**src/rtl/hazard_ctrl.sv**
```systemverilog
// hazard_ctrl: hazard and pipeline-sequencing controller for the 5-stage RISC-V core.
//
// Generates stall/flush controls for the PC and the F2D, D2E, E2M and M2W pipeline
// registers, E-stage forwarding selects, sequences the multi-cycle mul/div unit in E,
// holds the pipe on data-memory wait states, and keeps stall/flush performance counters.
//
// Ports:
//   i_clk, i_rst                 clock; synchronous active-high reset
//   i_rs1_d, i_rs2_d             source regs of the instruction in D
//   i_rs1_e, i_rs2_e             source regs of the instruction in E
//   i_rd_e, i_rd_m, i_rd_w       destination regs in E/M/W
//   i_result_src_e0              instruction in E is a load
//   i_reg_write_m, i_reg_write_w instruction in M/W writes the regfile
//   i_pc_src_e                   taken branch/jump resolved in E
//   i_md_req_e                   instruction in E is mul/div
//   i_mem_req_m, i_mem_ready_m   M-stage data-memory access / memory ready
//   o_stall_f..o_stall_m         hold PC, F2D, D2E, E2M
//   o_flush_d..o_flush_w         bubble into the D/E/M/W register
//   o_forward_a_e, o_forward_b_e 00=regfile, 10=ALUResultM, 01=ResultW
//   o_md_busy_e, o_md_done_e     mul/div FSM in BUSY / DONE
//   o_stall_cycles               cycles with o_stall_f=1
//   o_flush_count                cycles with o_flush_d=1
module hazard_ctrl #(
  parameter int unsigned MD_LAT = 32
) (
  input  logic        i_clk,
  input  logic        i_rst,
  input  logic [4:0]  i_rs1_d,
  input  logic [4:0]  i_rs2_d,
  input  logic [4:0]  i_rs1_e,
  input  logic [4:0]  i_rs2_e,
  input  logic [4:0]  i_rd_e,
  input  logic [4:0]  i_rd_m,
  input  logic [4:0]  i_rd_w,
  input  logic        i_result_src_e0,
  input  logic        i_reg_write_m,
  input  logic        i_reg_write_w,
  input  logic        i_pc_src_e,
  input  logic        i_md_req_e,
  input  logic        i_mem_req_m,
  input  logic        i_mem_ready_m,
  output logic        o_stall_f,
  output logic        o_stall_d,
  output logic        o_stall_e,
  output logic        o_stall_m,
  output logic        o_flush_d,
  output logic        o_flush_e,
  output logic        o_flush_m,
  output logic        o_flush_w,
  output logic [1:0]  o_forward_a_e,
  output logic [1:0]  o_forward_b_e,
  output logic        o_md_busy_e,
  output logic        o_md_done_e,
  output logic [31:0] o_stall_cycles,
  output logic [31:0] o_flush_count
);

  localparam int unsigned CntW = $clog2(MD_LAT + 1);

  typedef enum logic [1:0] {StIdle, StBusy, StDone} md_state_e;

  md_state_e       r_state, w_state_next;
  logic [CntW-1:0] r_cnt, w_cnt_next;
  logic [31:0]     r_stall_cycles, r_flush_count;

  logic w_mem_st, w_md_st, w_lw_st, w_idle, w_busy;

  assign w_idle   = (r_state == StIdle);
  assign w_busy   = (r_state == StBusy);
  assign w_mem_st = i_mem_req_m & ~i_mem_ready_m;
  // A fresh request stalls in the same cycle it is seen, before the FSM leaves IDLE.
  assign w_md_st  = (w_idle & i_md_req_e) | w_busy;
  // A taken branch squashes the dependent instruction in D, so load-use yields to it.
  assign w_lw_st  = i_result_src_e0 & (i_rd_e != 5'd0) &
                    ((i_rd_e == i_rs1_d) | (i_rd_e == i_rs2_d)) & ~i_pc_src_e;

  // Mul/div sequencer; everything holds while memory is waiting.
  always_comb begin
    w_state_next = r_state;
    w_cnt_next   = r_cnt;
    if (!w_mem_st) begin
      case (r_state)
        StIdle: begin
          if (i_md_req_e) begin
            w_state_next = StBusy;
            w_cnt_next   = CntW'(MD_LAT - 1);
          end
        end
        StBusy: begin
          if (r_cnt == CntW'(1)) begin
            w_state_next = StDone;
          end else begin
            w_cnt_next = r_cnt - CntW'(1);
          end
        end
        // The mul/div instruction is still in E here, so its request is not a new op.
        StDone:  w_state_next = StIdle;
        default: w_state_next = StIdle;
      endcase
    end
  end

  // Stall/flush outputs; all forced low while reset is asserted.
  always_comb begin
    o_stall_f   = 1'b0;
    o_stall_d   = 1'b0;
    o_stall_e   = 1'b0;
    o_stall_m   = 1'b0;
    o_flush_d   = 1'b0;
    o_flush_e   = 1'b0;
    o_flush_m   = 1'b0;
    o_flush_w   = 1'b0;
    o_md_busy_e = 1'b0;
    o_md_done_e = 1'b0;
    if (!i_rst) begin
      o_stall_f   = w_mem_st | w_md_st | w_lw_st;
      o_stall_d   = w_mem_st | w_md_st | w_lw_st;
      o_stall_e   = w_mem_st | w_md_st;
      o_stall_m   = w_mem_st;
      // A branch held in E by a stall flushes on the first unstalled cycle.
      o_flush_d   = i_pc_src_e & ~w_mem_st & ~w_md_st;
      o_flush_e   = (w_lw_st | i_pc_src_e) & ~w_mem_st & ~w_md_st;
      o_flush_m   = w_md_st & ~w_mem_st;
      o_flush_w   = w_mem_st;
      o_md_busy_e = w_busy;
      o_md_done_e = (r_state == StDone);
    end
  end

  // Forwarding: M beats W, x0 is never forwarded.
  always_comb begin
    o_forward_a_e = 2'b00;
    if (i_reg_write_m && (i_rd_m != 5'd0) && (i_rd_m == i_rs1_e)) begin
      o_forward_a_e = 2'b10;
    end else if (i_reg_write_w && (i_rd_w != 5'd0) && (i_rd_w == i_rs1_e)) begin
      o_forward_a_e = 2'b01;
    end
  end

  always_comb begin
    o_forward_b_e = 2'b00;
    if (i_reg_write_m && (i_rd_m != 5'd0) && (i_rd_m == i_rs2_e)) begin
      o_forward_b_e = 2'b10;
    end else if (i_reg_write_w && (i_rd_w != 5'd0) && (i_rd_w == i_rs2_e)) begin
      o_forward_b_e = 2'b01;
    end
  end

  always_ff @(posedge i_clk) begin
    if (i_rst) begin
      r_state        <= StIdle;
      r_cnt          <= '0;
      r_stall_cycles <= '0;
      r_flush_count  <= '0;
    end else begin
      r_state <= w_state_next;
      r_cnt   <= w_cnt_next;
      if (o_stall_f) r_stall_cycles <= r_stall_cycles + 32'd1;
      if (o_flush_d) r_flush_count  <= r_flush_count + 32'd1;
    end
  end

  assign o_stall_cycles = r_stall_cycles;
  assign o_flush_count  = r_flush_count;

endmodule

```
**config.mk**
```make
export PLATFORM = sky130hd
export DESIGN_NAME = hazard_ctrl
export DESIGN_NICKNAME = d
export VERILOG_FILES = /design/src/rtl/hazard_ctrl.sv
export SDC_FILE = /design/constraint.sdc
export NUM_CORES = 1
export LEC_CHECK = 0
export CORE_MARGIN = 4
export CORE_UTILIZATION = 42
export CTS_CLUSTER_SIZE = 12
export DETAILED_ROUTE_END_ITERATION = 16
export HOLD_SLACK_MARGIN = 0.05
export MAX_ROUTING_LAYER = met4
export PLACE_DENSITY_LB_ADDON = 0.15
export SETUP_SLACK_MARGIN = 0.5
export SLEW_MARGIN = 20
export SYNTH_ARGS = -nofsm -noshare
export SYNTH_HDL_FRONTEND = slang
export SYNTH_SLANG_ARGS = --single-unit
export TNS_END_PERCENT = 100
```
**constraint.sdc**
```tcl
create_clock -name i_clk -period 2.2 [get_ports i_clk]
set_input_delay 0.44 -clock i_clk [delete_from_list [all_inputs] [get_ports i_clk]]
set_output_delay 0.44 -clock i_clk [all_outputs]
set_load 0.01 [all_outputs]
```
# Word level (Yosys, flattened, before mapping)

Index checks and enable logic that the tools add are counted.

Multiplexer cells: 18
Add/subtract/negate cells: 3
Equality and inequality tests: 12
$lt $le $gt $ge: 0
Reductions and logical operators: 13
Multipliers: 0
Bitwise gates (word level): 19
Divide/modulo/power cells: 0
Shift operators: 0

Operator list:

| cell                  | count |
|---|---|
| $add 32x1->32 const B | 2 |
| $eq 5x5->1            | 6 |
| $reduce_bool 5->1     | 3 |
| $mux 6                | 2 |
| $pmux 6 s2            | 1 |
| $and 1x1->1           | 10 |
| $mux 1                | 10 |
| $mux 2                | 4 |
| $eq 6x1->1 const B    | 1 |
| $logic_and 1x1->1     | 6 |
| $sub 6x1->6 const B   | 1 |
| $or 1x1->1            | 5 |
| $ne 2x2->1 const B    | 2 |
| $not 1->1             | 4 |
| $pmux 2 s2            | 1 |
| $reduce_and 4->1      | 1 |
| $reduce_and 3->1      | 1 |
| $eq 2x1->1 const B    | 1 |
| $eq 2x2->1 const B    | 1 |
| $logic_not 2->1       | 1 |
| $ne 2x1->1 const B    | 1 |
| $reduce_bool 2->1     | 1 |

Latch bits: 0
Bits in writable memories: 0
Flip-flop bits (word level): 72
Output and inout bits: 78
Bits of input ports: 44
Bits in read-only memories: 0
Memories kept: 0

# Depth between registers and ports, before layout

Gate-level depths: netlist of run 1.

Depth after elaboration: 8
Gate-level depth with buffers: 8
Gate-level depth less buffers: 8

# Worst setup path after synthesis of run 1

Ideal clock, no wire load.

Path type: input-to-output
Start: input i_rd_e[1]
End: output o_stall_f
Cell stages on the path: 7
Path slack: -174 ps
Data required time: 1,760 ps
Data arrival time: 1,934 ps
Path buffers: 3
Cells stage by stage: or4_1 -> o21a_1 -> a31oi_4 -> buf_6 -> buf_8 -> nor2_1 -> buf_4

Cells in the longest elaborated chain, start to end: 6
Elaborated cells between the ends (all ways): 9
Classes of those cells: 2 x eq/ne; 1 x mux; 5 x bitwise; 1 x reduce/logical

RTL lines:

| item                                                   | RTL line | source |
|---|---|---|
| start: declaration                                     | 32       | `input logic [4:0] i_rd_e,` |
| $eq 5x5->1 / $reduce_bool 5->1 (equally long branches) | 75, 74   |  |
| $or 1x1->1 / $and 1x1->1 (equally long branches)       | 75, 74   |  |
| $and 1x1->1 (*)                                        | 74       | `assign w_lw_st = i_result_src_e0 & (i_rd_e != 5'd0) &` |
| $and 1x1->1 (*)                                        | 75       | `((i_rd_e == i_rs1_d) \| (i_rd_e == i_rs2_d)) & ~i_pc_src_e;` |
| $or 1x1->1 (*)                                         | n/a      |  |
| $mux 1 (*)                                             | n/a      |  |
| end: declaration                                       | 42       | `output logic o_stall_f,` |

Mark *: on every way between the ends. The rest lies on a longest branch, timed or not.

# Final worst setup path of run 1

Start: input i_rd_e[1]
End: register r_stall_cycles[2], in the netlist o_stall_cycles[2]

Cells in the longest elaborated chain, start to end: 6
Elaborated cells between the ends (all ways): 9
Classes of those cells: 2 x eq/ne; 1 x mux; 5 x bitwise; 1 x reduce/logical

RTL lines:

| item                                                   | RTL line | source |
|---|---|---|
| $eq 5x5->1 / $reduce_bool 5->1 (equally long branches) | 75, 74   |  |
| $or 1x1->1 / $and 1x1->1 (equally long branches)       | 75, 74   |  |
| $and 1x1->1 (*)                                        | 74       |  |
| $and 1x1->1 (*)                                        | 75       |  |
| $or 1x1->1 (*)                                         | 116      | `o_stall_f = w_mem_st \| w_md_st \| w_lw_st;` |
| $mux 1 (*)                                             | 115      | `if (!i_rst) begin` |
| end signal: assignment                                 | 158      | `if (o_stall_f) r_stall_cycles <= r_stall_cycles + 32'd1;` |
| end: declaration                                       | 64       | `logic [31:0] r_stall_cycles, r_flush_count;` |

Marked as above.
A chain may end at the register's enable or synchronous reset.

==> results of run 1 <==
[sequential cells by signal (all words and copies together) (netlist names)]
| signal | cells |
|---|---|
| o_flush_count | 32 |
| o_stall_cycles | 32 |
| r_cnt | 6 |
| r_state | 2 |
[cell usage in the layout (no fill, tap or decap), types with 13 or more instances in the layout]
master,netlist,routed
sky130_fd_sc_hd__nand4_1,17,17
sky130_fd_sc_hd__a21oi_2,0,17
sky130_fd_sc_hd__buf_4,4,36
sky130_fd_sc_hd__o21ai_2,0,15
sky130_fd_sc_hd__and3_1,17,13
sky130_fd_sc_hd__xor2_1,29,27
sky130_fd_sc_hd__nand3_1,36,24
sky130_fd_sc_hd__dfxtp_2,0,34
sky130_fd_sc_hd__dfxtp_1,72,33
sky130_fd_sc_hd__or3_1,26,19
sky130_fd_sc_hd__nand2_1,28,20
sky130_fd_sc_hd__buf_2,1,24
sky130_fd_sc_hd__a21oi_1,40,23
sky130_fd_sc_hd__xnor2_1,33,19
sky130_fd_sc_hd__buf_6,3,30
sky130_fd_sc_hd__dlygate4sd2_1,0,69
sky130_fd_sc_hd__nor2_1,44,37
[layout make-up]
cell class	count	area (sq um)	area share (%)
inverter	12	45.04	0.6479
tap	108	135.1	1.944
clock inverter	7	102.6	1.476
multi-input combinational	372	3166	45.54
timing repair buffer	194	1877	27.00
clock buffer	9	123.9	1.782
sequential	72	1503	21.62
[synthesized netlist by cell type, drive strengths merged, types with 2 or more instances]
| master | n | area (sq um) |
|---|---|---|
| nor4 | 8 | 62.56 |
| a21oi | 40 | 200.2 |
| nor2 | 44 | 165.2 |
| ha | 4 | 50.05 |
| nor3 | 12 | 65.06 |
| o31ai | 7 | 52.55 |
| nand3 | 36 | 180.2 |
| and4 | 5 | 43.79 |
| and3 | 17 | 106.4 |
| clkbuf | 13 | 50.04 |
| and2 | 3 | 21.27 |
| or3 | 26 | 162.7 |
| nand2b | 5 | 31.28 |
| xor2 | 29 | 254.0 |
| buf | 10 | 87.57 |
| or4 | 14 | 108.9 |
| inv | 12 | 45.04 |
| nand2 | 28 | 105.1 |
| nor2b | 2 | 12.51 |
| nand4 | 17 | 106.4 |
| nor3b | 2 | 15.01 |
| xnor2 | 33 | 289.0 |
| dfxtp | 72 | 1441 |
| o21ai | 29 | 145.1 |
[kinds of logic (layout without fill, tap and decap cells)]
kind of cell    Yosys count  after routing  synth area share, %
xor+xnor                 62             62                13.91
flops                    72             72                36.91
fa+ha+maj                 4              4                1.282
buf+inv                  35            222                4.677
simple gates            220            221                30.66
compound gates           84             84                12.30
mux                       1              1               0.2563
[through the flow]
stage	setup slack, ps	cell area, sq um	setup TNS (ps)	util, %	hold slack [ps]
3_5_place_dp	-766.6	5528	-25820	62.17	488.5
2_1_floorplan	-76.88	4096	-76.88	-	488.8
4_1_cts	-100.8	6511	-139.3	73.23	484.0
5_1_grt	-52.39	6952	-66.64	78.19	505.6
6_report	23.02	6952	0	78.19	482.2
3_3_place_gp	-710.1	5528	-24980	62.17	477.0
[power breakdown]
group | internal (uW) | switching [uW] | total [uW]
logic | 350 | 299 | 649
registers | 1320 | 27.4 | 1350
clock network | 653 | 571 | 1220
[per-layer routing]
layer | track usage [%] | vias to the layer above | part of all wire, %
li1 | - | 2085 | -
met1 | 29.82 | 2124 | 40
met2 | 41.88 | 203 | 51
met3 | 5.338 | 50 | 6.2
met4 | 8.737 | 0 | 2.9
met5 | - | - | 0
[worst register-to-register path: stages, from the launching register on]
cell and delay (ps):
sky130_fd_sc_hd__dfxtp_1 420, sky130_fd_sc_hd__and3_4 260, sky130_fd_sc_hd__and2_4 160, sky130_fd_sc_hd__and3_4 250
sky130_fd_sc_hd__nand4_1 180, sky130_fd_sc_hd__or4_1 570, sky130_fd_sc_hd__a21oi_2 150
[worst max-delay path by stage]
stage / from / slack, ps / endpoint / cells past startpoint
6_report: i_rd_e[1] / 20 / o_stall_cycles[2] / 14
5_1_grt: i_rd_e[1] / -50 / o_stall_cycles[2] / 14
4_1_cts: i_rd_m[4] / -100 / o_forward_b_e[0] / 7
3_5_place_dp: i_rd_w[2] / -770 / o_forward_a_e[0] / 6
3_3_place_gp: i_rd_w[2] / -710 / o_forward_b_e[0] / 5
2_1_floorplan: i_rd_e[1] / -80 / o_stall_f / 7
[what timing repair did]
item | in CTS | in global routing
buffers inserted | 24 | 10
gates cloned | 8 | 0
resized for setup | 364 | 125
setup endpoints to repair | 146 | 75
pin swaps | 104 | 58
==> metrics.log, run 1 <==
[metrics] antenna-violating nets left: 0
[metrics] initial DRC count: 231
[metrics] routed len/inst: 18.58 um
[metrics] clock insertion delay at the later pin of the skew report: around 350 ps
[metrics] overall power after layout: 3222 uW
[metrics] H-tree level count: 3
[metrics] hold path start: o_stall_cycles[16]
[metrics] worst setup skew after layout: ~14 ps
[metrics] Worst R2R Path Depth: 6
[metrics] element type at the critical path start: input port
[metrics] destination of the worst register-to-register timing path: o_stall_cycles[27]
[metrics] number of fill cells: between 500 and 600
[metrics] routability cong.: ~0.85
[metrics] maximum vdd ir drop: ~0.35 mV
[metrics] Post-Synthesis Cell Area: 0.003905 sq mm
[metrics] RSZ-0062 raised after global routing: yes
[metrics] signal arrival time at the worst endpoint: approximately 2500 ps
[metrics] Crit path max-delay family: buffers and inverters
[metrics] endpoints failing setup: 0
[metrics] post-synth net total: 526
[metrics] HPWL after detailed placement: ~8 mm
[metrics] detailed-route DRC error count: 0
[metrics] first-pass GRT wire length: approximately 22 mm
[metrics] CTS sink count: 72
[metrics] Antenna diodes: 0
[metrics] Cell Count, Final, Fillers Out: roughly 770
[metrics] endpoint of the worst hold path: o_stall_cycles[16]
[metrics] dominant synthesized flop cell: sky130_fd_sc_hd__dfxtp_1
[metrics] chain of cells forming the critical path: buf_6 -> buf_6 -> xnor2_2 -> nand2_1 -> o22ai_4 -> a31oi_4 -> buf_6 -> buf_6 -> buf_12 -> buf_12 -> buf_12 -> buf_16 -> or3_1 -> a21oi_1
[metrics] async set or reset register ratio after synthesis: 0%
[metrics] slew at the pin with the worst max-slew slack: 547.4 ps
[metrics] count of flip-flops with a built-in enable after synthesis: 0
[metrics] max-capacitance violation count: 0
[metrics] critical path's slowest cell: sky130_fd_sc_hd__or3_1
[metrics] Syn Inst Count: between 400 and 500
[metrics] first-pass iteration count of the detailed router: 7
[metrics] delay contributed by the slowest stage of the critical path: around 300 ps
[metrics] top achievable clock speed: approximately 0.46 GHz
[metrics] die area: around 0.011 sq mm
[metrics] share of the cycle needed by the critical path after routing: 98.95%
[metrics] floorplan die height: roughly 100 um
[metrics] Area growth syn-to-layout: 78.02%
[metrics] number of global-route vias before repair: roughly 4400
[metrics] setup slack, reg-to-reg: between 100 and 150 ps
[metrics] average cell area after synthesis: 8.169 sq um
[metrics] final max-slew violation count: 0
[metrics] initial antenna violation count: 0
[metrics] total routing resource utilization after global routing: about a quarter
[metrics] Core Region: just under 0.009 sq mm
[metrics] starting utilization of the core area: a little over two fifths
[metrics] power density over the cells: between 400 and 500 mW/mm^2
[metrics] Row Count: 34
[metrics] number of unique standard cell types used by synthesis: 43
[metrics] pin count of the biggest net entering global routing: 37
[metrics] clock root cell: sky130_fd_sc_hd__clkbuf_8
[metrics] Vias per Instance: about 5.8
[metrics] total CTS buffers: 9
[metrics] Leak Pwr: between 0.002 and 0.003 uW
[metrics] Slew Limit Headroom: a little under two thirds
[metrics] CP Buf/Inv Count: 8
[metrics] clock buffer depth: 2
[metrics] largest fanout of any net on the critical path: 8
[metrics] net count of the finished layout: approximately 700
[metrics] port buffer count: roughly 120
[metrics] hold crit path type: reg -> reg
[metrics] I/O pin count: around 120
[metrics] run status: completed
[metrics] clock input transition at the sequential cells of the worst setup and hold paths: roughly 90 ps
[metrics] time the final worst path needs with I/O delays and setup: 2177 ps
[metrics] most common cell type on the critical path: sky130_fd_sc_hd__buf_6
[metrics] vias after detailed routing: about 4500
[metrics] required time at the worst-slack endpoint: about 2500 ps
[metrics] register bit count reported by yosys: 72
[metrics] number of hold violations in the final report: 0
[metrics] CTS tree: built
[metrics] hold buffers post-CTS: 0
[metrics] placed instance count: 716
[metrics] Worst Hold Path Cells: 2
[metrics] sequential fraction of the synthesis area: between 30% and 40%
[metrics] floorplan die width: around 100 um
[metrics] GR Overflow Total: 0
[metrics] share of layout cells above drive strength 1: around 47%
[metrics] CP endpoint kind: flop
[metrics] wire length after detailed routing: 14.38 mm
[metrics] yosys synthesis warning count: 0
[metrics] start-to-end type of the worst setup path: in -> reg
[metrics] beginning of the worst register-to-register path: o_stall_cycles[5]
(Power assumes the default switching activity.)
==> run 2: changes to the inputs <==
--- a/config.mk
+++ b/config.mk
@@ -9,6 +9,7 @@
 export CORE_UTILIZATION = 42
 export CTS_CLUSTER_SIZE = 12
 export DETAILED_ROUTE_END_ITERATION = 16
+export GPL_TIMING_DRIVEN = 0
 export HOLD_SLACK_MARGIN = 0.05
 export MAX_ROUTING_LAYER = met4
 export PLACE_DENSITY_LB_ADDON = 0.15
==> metrics.log, run 2 (same netlist as run 1, synthesis figures left out) <==
[metrics] global-route track usage on met3: 3.538% (-1.8 points)
[metrics] pin count of the biggest net entering global routing: 14 (-62%)
[metrics] routed len/inst: 17.60 um (-5.3%)
[metrics] Worst Hold Path Cells: 3 (+1)
[metrics] met1 layer usage reported by global route: 26.26% (-3.6 points)
[metrics] switching share of total power: 25.98% (-1.9 points)
[metrics] Vias per Instance: 5.749 (-0.27%)
[metrics] leading cell type in the layout, fill and taps excluded: sky130_fd_sc_hd__dlygate4sd2_1
[metrics] share of layout cells above drive strength 1: 41.99% (-4.6 points)
[metrics] top achievable clock speed: 0.4225 GHz (-8.0%)
[metrics] wire length after detailed routing: 13.55 mm (-5.8%)
[metrics] starting utilization of the core area: 43.92% (unchanged)
[metrics] detailed-route DRC error count: 0 (unchanged)
[metrics] power density over the cells: 466.1 mW/mm^2 (+0.57%)
[metrics] clock buffer depth: 2 (unchanged)
[metrics] initial antenna violation count: 0 (unchanged)
[metrics] RSZ-0062 raised after global routing: yes
[metrics] floorplan die height: 104.4 um (unchanged)
[metrics] clock root cell: sky130_fd_sc_hd__clkbuf_8
[metrics] Core Region: 0.008891 sq mm (unchanged)
[metrics] clock input transition at the sequential cells of the worst setup and hold paths: 80 ps (about the same)
[metrics] worst setup skew after layout: 13.74 ps (-0.02010 ps)
[metrics] Row Count: 34 (unchanged)
[metrics] largest fanout of any net on the critical path: 2 (-6)
[metrics] beginning of the worst register-to-register path: r_state[0]
[metrics] final max-slew violation count: 0 (unchanged)
[metrics] endpoints failing setup: 2 (+2)
[metrics] Net Switching: 810.7 uW (-9.7%)
[metrics] total CTS buffers: 9 (unchanged)
[metrics] net count of the finished layout: 705 (-0.56%)
[metrics] Leak Pwr: 0.002928 uW (-2.3%)
[metrics] required time at the worst-slack endpoint: 1760 ps (-730 ps)
[metrics] time the final worst path needs with I/O delays and setup: 2367 ps (+189.8 ps)
[metrics] share of power burned in the clock network: 39.1% (+1.1 points)
[metrics] CP endpoint kind: output port
[metrics] run status: finished, violations left
[metrics] minimum setup slack in the final design: -166.8 ps (-189.8 ps)
[metrics] number of hold violations in the final report: 0 (unchanged)
[metrics] I/O pin count: 122 (unchanged)
[metrics] Antenna diodes: 0 (unchanged)
[metrics] first-pass GRT wire length: 19.57 mm (-11%)
[metrics] utilization after layout: 75.30% (-2.9 points)
[metrics] CTS tree: built
[metrics] start-to-end type of the worst setup path: in -> out
[metrics] endpoint of the worst hold path: o_flush_count[1]
[metrics] die area: 0.01090 sq mm (unchanged)
[metrics] Worst R2R Path Depth: 10 (+4)
[metrics] max-capacitance violation count: 0 (unchanged)
[metrics] met2 global-route usage: 38.05% (-3.8 points)
[metrics] commonest cells after routing, fill and taps aside: sky130_fd_sc_hd__dlygate4sd2_1, sky130_fd_sc_hd__dfxtp_1, sky130_fd_sc_hd__nor2_1, sky130_fd_sc_hd__buf_4, sky130_fd_sc_hd__xor2_1
[metrics] proportion of power drawn by flip-flops and latches: 43.2% (+1.3 points)
[metrics] share of the cycle needed by the critical path after routing: 107.6% (+8.6 points)
[metrics] hold crit path type: in -> reg
[metrics] number of global-route vias before repair: 4113 (-7.1%)
[metrics] slew at the pin with the worst max-slew slack: 640.1 ps (+92.70 ps)
[metrics] HPWL after detailed placement: 8.428 mm (+5.4%)
[metrics] hold path start: i_rst
[metrics] destination of the worst register-to-register timing path: o_flush_count[28]
[metrics] antenna-violating nets left: 0 (unchanged)
[metrics] clock insertion delay at the later pin of the skew report: 350 ps (about the same)
[metrics] Area growth syn-to-layout: 71.45%
[metrics] internal power: 2310 uW (-0.62%)
[metrics] CTS sink count: 72 (unchanged)
[metrics] power share of the combinational group: 17.7% (-2.4 points)
[metrics] floorplan die width: 104.4 um (unchanged)
[metrics] Most Crowded Layer GR: met2
[metrics] setup slack, reg-to-reg: 100 ps (-40 ps)
[metrics] total routing resource utilization after global routing: 22.00% (-3.1 points)
[metrics] signal arrival time at the worst endpoint: 1930 ps (-530 ps)
[metrics] element type at the critical path start: input port
[metrics] violations in the final reports: negative setup slack
[metrics] H-tree level count: 3 (unchanged)
[metrics] vias after detailed routing: 4427 (-0.78%)
[metrics] first-pass iteration count of the detailed router: 4 (-3)
[metrics] maximum vdd ir drop: 0.3311 mV (-5.7%)
[metrics] port buffer count: 120 (-0.83%)
[metrics] Slew Limit Headroom: 57.33% (-6.2 points)
[metrics] GR Overflow Total: 0 (unchanged)
[metrics] initial DRC count: 172 (-26%)
[metrics] worst hold slack: 461.5 ps (-20.72 ps)
[metrics] routability cong.: 0.8389 (-1.9%)
==> run 2: worst max-delay path, stage by stage <==
cell and delay (ps):
sky130_fd_sc_hd__buf_8 90, sky130_fd_sc_hd__or4_4 520, sky130_fd_sc_hd__o21a_4 220, sky130_fd_sc_hd__a31oi_4 180
sky130_fd_sc_hd__buf_6 130, sky130_fd_sc_hd__buf_8 90, sky130_fd_sc_hd__nor2_4 40, sky130_fd_sc_hd__buf_6 110
sky130_fd_sc_hd__buf_6 110
==> run 2: worst max-delay path by stage <==
stage | slack [ps] | cells past startpoint | to | start
6_report | -170 | 9 | o_stall_f | i_rd_e[4]
5_1_grt | -210 | 9 | o_stall_f | i_rd_e[4]
3_3_place_gp | -1190 | 9 | o_stall_f | i_rd_e[1]
3_5_place_dp | -1200 | 9 | o_stall_f | i_rd_e[1]
4_1_cts | -200 | 9 | o_stall_f | i_rd_e[4]
2_1_floorplan | -80 | 7 | o_stall_f | i_rd_e[1]
==> run 2: cell type report <==
class                   count  area [sq um]
plain buffers              23         227.7
clock inverters             4         76.32
flip-flops and latches     72          1510
multi-input cells         372          3062
fillers                   679          2196
clock buffers              12         156.4
inverters                  12         45.04
well taps                 108         135.1
repair buffers            167          1483
==> run 2: layer usage <==
metal | vias up | part of all wire [%]
li1 | 2074 | -
met1 | 2166 | 41
met2 | 160 | 51
met3 | 27 | 5.2
met4 | 0 | 2.1
met5 | - | 0
==> run 2: power by group through the flow <==
| stage | combinational (uW) | sequential [uW] | clock (uW) |
|---|---|---|---|
| 2_1_floorplan | 220 | 1380 | 0 |
| 3_3_place_gp | 399 | 1380 | 0 |
| 3_5_place_dp | 408 | 1380 | 0 |
| 4_1_cts | 445 | 1350 | 1240 |
| 5_1_grt | 591 | 1350 | 1300 |
| 6_report | 553 | 1350 | 1220 |
==> run 2: timing repair <==
item / in CTS / in global routing
resized for setup: 288 / 163
pin swaps: 55 / 78
endpoints found under the setup margin: 138 / 81
endpoints found under the hold margin: 0 / 0
setup buffers: 18 / 26
gates cloned: 1 / 3
hold buffers: 0 / 0
==> run 2: per-stage QoR <==
stage	TNS [ps]	cells	power (uW)	instance area, sq um	worst slack [ps]
finish	-234.2	770	3121	6695	-166.8
global placement	-23810	706	1779	5433	-1193
detailed placement	-24510	706	1790	5433	-1196
floorplan	-76.88	478	1600	4096	-76.88
CTS	-393.0	741	3031	5942	-201.0
global route	-319.9	770	3236	6695	-207.7
